**config.mk**
```make
export PLATFORM = sky130hd
export DESIGN_NAME = vnu_ser
export DESIGN_NICKNAME = d
export VERILOG_FILES = /design/src/rtl/vnu_ser.sv
export SDC_FILE = /design/constraint.sdc
export NUM_CORES = 1
export LEC_CHECK = 0
export ABC_AREA = 1
export CAP_MARGIN = 20
export CORE_MARGIN = 5
export CORE_UTILIZATION = 25
export CTS_CLUSTER_SIZE = 16
export DETAILED_ROUTE_END_ITERATION = 10
export PLACE_DENSITY = 0.45
export SYNTH_ARGS = -nofsm -noshare
export SYNTH_HDL_FRONTEND = slang
export SYNTH_SLANG_ARGS = --single-unit
export TNS_END_PERCENT = 5
```
**constraint.sdc**
```tcl
create_clock -name clk -period 3.4 [get_ports clk]
set_input_delay 0.34 -clock clk [delete_from_list [all_inputs] [get_ports clk]]
set_output_delay 0.34 -clock clk [all_outputs]
set_load 0.1 [all_outputs]
```
**src/rtl/vnu_ser.sv**
```systemverilog
// Serial LDPC variable-node unit: accumulates DV check messages onto the
// channel LLR, then streams extrinsic variable-to-check messages back out.
module vnu_ser #(
  parameter int DV    = 3,
  parameter int idx_w = 3,
  parameter int res_w = 6,
  parameter int ext_w = 3
) (
  input  logic                         clk,
  input  logic                         rst,
  input  logic                         en,
  input  logic                         start,
  input  logic signed [res_w-1:0]      lch,
  input  logic                         r_valid,
  output logic                         r_ready,
  input  logic signed [res_w-1:0]      r,
  output logic                         q_valid,
  input  logic                         q_ready,
  output logic signed [res_w+ext_w-1:0] q,
  output logic [idx_w-1:0]             q_idx,
  output logic                         dec,
  output logic                         dec_valid,
  output logic                         busy
);

  localparam int data_w = res_w + ext_w;
  localparam int acc_w  = data_w + 2;
  // The running sum of lch plus up to 2^idx_w messages needs
  // res_w+idx_w+1 bits, and the extrinsic difference one more; widen the
  // accumulator beyond acc_w when the extension bits are too few so no
  // intermediate value can wrap.
  localparam int min_w  = res_w + idx_w + 2;
  localparam int sum_w  = (acc_w > min_w) ? acc_w : min_w;
  localparam int depth  = 2 ** idx_w;

  localparam logic [idx_w-1:0] last = idx_w'(DV - 1);
  localparam logic [idx_w-1:0] one  = idx_w'(1);

  localparam logic signed [sum_w-1:0] q_max =
    sum_w'(2 ** (data_w - 1) - 1);
  localparam logic signed [sum_w-1:0] q_min = -q_max;

  typedef enum logic [1:0] {
    IDLE,
    ACC,
    EMIT
  } state_t;

  state_t                    state;
  logic signed [sum_w-1:0]   acc;
  logic [idx_w-1:0]          cnt;
  logic signed [res_w-1:0]   msg_buf [depth];

  logic signed [sum_w-1:0]   acc_nx;
  logic signed [sum_w-1:0]   diff_first;
  logic signed [sum_w-1:0]   diff_next;
  logic [idx_w-1:0]          nidx;

  function automatic logic signed [sum_w-1:0] sx(
    input logic signed [res_w-1:0] v
  );
    return sum_w'(v);
  endfunction

  // Symmetric clamp: the most negative code is never emitted.
  function automatic logic signed [data_w-1:0] sat(
    input logic signed [sum_w-1:0] d
  );
    logic signed [sum_w-1:0] c;
    c = d;
    if (d > q_max)
      c = q_max;
    else if (d < q_min)
      c = q_min;
    return data_w'(c);
  endfunction

  // Next-accumulator and next-extrinsic datapath.
  always_comb begin
    acc_nx     = acc + sx(r);
    diff_first = acc_nx - sx(msg_buf[0]);
    nidx       = cnt + one;
    diff_next  = acc - sx(msg_buf[nidx]);
  end

  assign r_ready = en && (state == ACC);
  assign q_valid = (state == EMIT);
  assign busy    = (state != IDLE);

  // Node FSM: accumulate, then emit one extrinsic per edge.
  always_ff @(posedge clk or negedge rst) begin
    if (!rst) begin
      state     <= IDLE;
      acc       <= '0;
      cnt       <= '0;
      q         <= '0;
      q_idx     <= '0;
      dec       <= 1'b0;
      dec_valid <= 1'b0;
      for (int i = 0; i < depth; i++)
        msg_buf[i] <= '0;
    end else if (en) begin
      dec_valid <= 1'b0;
      unique case (state)
        IDLE: begin
          if (start) begin
            acc   <= sx(lch);
            cnt   <= '0;
            state <= ACC;
          end
        end
        ACC: begin
          if (r_valid) begin
            msg_buf[cnt] <= r;
            acc          <= acc_nx;
            if (cnt == last) begin
              cnt       <= '0;
              dec       <= acc_nx[sum_w-1];
              dec_valid <= 1'b1;
              q         <= sat(diff_first);
              q_idx     <= '0;
              state     <= EMIT;
            end else begin
              cnt <= nidx;
            end
          end
        end
        EMIT: begin
          if (q_ready) begin
            if (cnt == last) begin
              cnt   <= '0;
              q     <= '0;
              q_idx <= '0;
              state <= IDLE;
            end else begin
              cnt   <= nidx;
              q     <= sat(diff_next);
              q_idx <= nidx;
            end
          end
        end
        default: state <= IDLE;
      endcase
    end
  end

endmodule
```
==> summary.txt <==
Layout
  – Final nets: 959
  – Finished Layout Cells: 1188
  – Storage cell area: slightly below 2000 µm²
  – Fillers: ~2400
  – Area Overhead vs Synth: 34.2%
  – Antenna cell count: 0
  – Layout cells sized above 1: 22.8%
  – Area of the multi-input gates: 3420 µm²
  – Design area: 7500 µm²

Timing
  – Relative slew slack: 32.1%
  – Worst Clk Skew: about 10 ps
  – Max-slew violations: 0
  – Setup TNS: 0 ps
  – Final hold vios: 0
  – Min Tclk post-route: 3240 ps
  – Final setup violation count: 0
  – Setup repair after global routing missed its margin: yes
  – Slew @ Worst Pin: 1020 ps
  – Final period utilization: a little over nine tenths
  – Max frequency: 0.308 GHz

CTS
  – Clk root buf: clkbuf_16
  – Worst-path clk slew: 80 ps
  – Sink Count: 78
  – CTS Buf Count: 9
  – CTS tree: done
  – Longest Clk Path Bufs: 2
  – H-tree depth: 3
  – Clock Latency Late Sink: 360 ps

Die
  – Initial core utilization: about a quarter
  – Die area: 25400 µm²
  – Die width: about 160 µm
  – Row count: 54
  – Die height: about 160 µm
  – Io pins: 35
  – Core ar.: 21900 µm²

Routing
  – DRC: 0
  – Post-route ant nets: 0
  – DR vias/cell: 4.49
  – DRT iter0 DRCs: 299
  – Vias: 5340
  – Routed length per instance: around 14 µm
  – 1st-pass router iterations: 5
  – DRT Wirelength: 17100 µm

GRT
  – Pin count of the biggest net entering global routing: 36
  – Initial antenna violation count: 0
  – Vias in the first global route: 5310
  – First-pass GRT wire length: about 28000 µm
  – Global route overflow: 0
  – Total GRT Usage: 13.7%

Logic synthesis
  – Syn Inst Count: just under 800
  – Avg Inst Size Synth: 7.12 µm²
  – Post-Synth XOR/XNOR Area: 2.51%
  – Syn Std Cell Area: 5580 µm²
  – Mapped Nets: 840
  – Most frequent cell after synthesis: nand2_1
  – Post-synth top flop: dfrtp_1
  – Library cells used by synthesis: 40
  – Top cell type's share of synthesized area: 35.0%
  – Synth top cells by count: 211 x nand2_1, 99 x inv_1, 78 x dfrtp_1, 78 x o21ai_0, 62 x nor2_1
  – Register area share after synthesis: 35.0%
  – Seq cells post-synth: a little under 80
  – Post-synthesis mux area share: 0%
  – Asr flop ratio synth: 100%
  – Fraction of the mapped netlist area in adder cells: a little under 9%
  – Compound-cell area share of the yosys netlist: 14.4%
  – Largest family of logic cells by synthesized area: simple AND/OR/NAND/NOR gates
  – Largest area contributor in the synthesized netlist: dfrtp_1
  – Synthesis Warnings: 0
  – Synth Area in Simple Gates: 30.4%
  – Post-synth EDFFs: 0
  – Ranking of synthesized cells by area: dfrtp_1 35%, nand2_1 14%, ha_1 7.8%, o21ai_0 7.0%, inv_1 6.7%

Critical path
  – CP Buf/Inv Count: 4
  – Flop2flop setup slack: 160 ps
  – CP Class: flip-flop to flip-flop
  – Max incr delay on CP: roughly 410 ps
  – CP Max Fanout: 8
  – Slowest-stage cell, CP: dfrtp_1
  – CP Data Arrival Time: roughly 3500 ps
  – CP Capture Type: flip-flop
  – Worst EP required: 3640 ps
  – Cells along the critical path: ha_4 > clkinvlp_4 > buf_6 > a21oi_2 > o21ai_1 > o21ai_1 > o21ai_1 > buf_4 > fa_2 > buf_6 > nand2_2 > nand2_1 > nand2_1 > nand2_2 > nor2_1 > nand3_1 > nand2_2 > nand2_4 > nand4_1 > nand2_1 > nor2_1 > nor2_1
  – Startpoint class of the critical path: flip-flop
  – Top cell family by delay on the critical path: simple AND/OR/NAND/NOR gates

Place
  – RD Place Congestion: 0.843
  – DPL Wire Length: approximately 13000 µm
  – Post-place instance area: 6850 µm²
  – Port Buf Inserts: 34
  – Placed Cells: 1167

Job
  – Max cap viols: 0

Status
  – Status: finished, final reports clean

Worst hold path
  – Min-delay worst type: primary input to async pin
## worst register-to-register path, stage by stage, from the launching register on
cell and delay (ps):
dfrtp_1 410, ha_4 300, clkinvlp_4 190, buf_6 190, a21oi_2 90, o21ai_1 70, o21ai_1 120, o21ai_1 120
buf_4 160, fa_2 390, buf_6 140, nand2_2 60, nand2_1 60, nand2_1 70, nand2_2 70, nor2_1 100
nand3_1 90, nand2_2 100, nand2_4 80, nand4_1 110, nand2_1 70, nor2_1 100, nor2_1 50
## state kept, by name, summed over array words and instances (netlist names)
name,count
q,9
acc,11
cnt,3
dec_valid,1
msg_buf,48
dec,1
state,2
q_idx,3
## cells in the final DEF, fill, tap and decap left out, drive strengths merged, types with 2 or more instances in the layout
cell type	n
clkdlybuf4s50	27
nor3	2
o211ai	5
or2	2
o31ai	3
a31oi	7
dfrtp	78
fa	3
inv	110
nand3b	11
nor2	66
o21ai	85
a21oi	41
buf	99
nand3	61
ha	35
o22ai	3
nand4	12
o21bai	3
dlymetal6s2s	3
nor4	2
clkbuf	9
xnor2	6
nand2	222
xor2	7
## per-layer routing
| metal | vias up | share of wire [%] | track usage [%] |
|---|---|---|---|
| met5 | - | 0 | 0 |
| met4 | 0 | 1.0 | 2.52 |
| met3 | 14 | 2.4 | 2.69 |
| met2 | 49 | 49 | 23.7 |
| met1 | 2481 | 47 | 17.8 |
| li1 | 2796 | - | - |
## through the flow
step / hold WS [ps] / setup slack, ps / util, %
floorplan: 44.4 / 17.9 / -
global placement: 287 / -378 / 31.3
detailed placement: 287 / -397 / 31.3
CTS: 438 / 3.66 / 33.0
global route: 460 / -74.3 / 34.2
finish: 431 / 156 / 34.2
## path summary, 6_finish.rpt
check,to,cells past startpoint,start
setup / recovery,q[4]$_DFFE_PN0P_,22,cnt[1]$_DFFE_PN0P_
hold / removal,msg_buf[13]$_DFFE_PN0P_,2,rst
setup reg to reg,q[4]$_DFFE_PN0P_,22,cnt[1]$_DFFE_PN0P_
hold reg to reg,q_idx[1]$_DFFE_PN0P_,2,q_idx[1]$_DFFE_PN0P_
max in group asynchronous,dec$_DFFE_PN0P_,3,rst
min in group clk,msg_buf[27]$_DFFE_PN0P_,4,r[3]
## layout make-up
type,count,area share (%)
sequential,78,26.0
timing repair buffer,130,14.4
tap,280,4.67
inverter,105,5.31
clock inverter,7,0.985
multi-input combinational,579,45.6
clock buffer,9,3.00
## cells by family (layout without fill, tap and decap cells)
group | Yosys count | in the layout
xor gates and xnor gates | 13 | 13
adders and majority gates | 38 | 38
DFF | 78 | 78
and+or+nand+nor | 379 | 379
AOI/OAI and AO/OA | 149 | 149
buffers and inverters | 127 | 251
## repair_timing
action	CTS	global route
gates resized for setup	13	67
hold buffers	1	0
buffers inserted	2	2
endpoints found under the hold margin	26	0
endpoints found under the setup margin	8	9
pin swaps	1	28
Power is left out: the tool's default activity adds up to more than one toggle a clock period on the data nets, which glitch-free logic cannot reach.
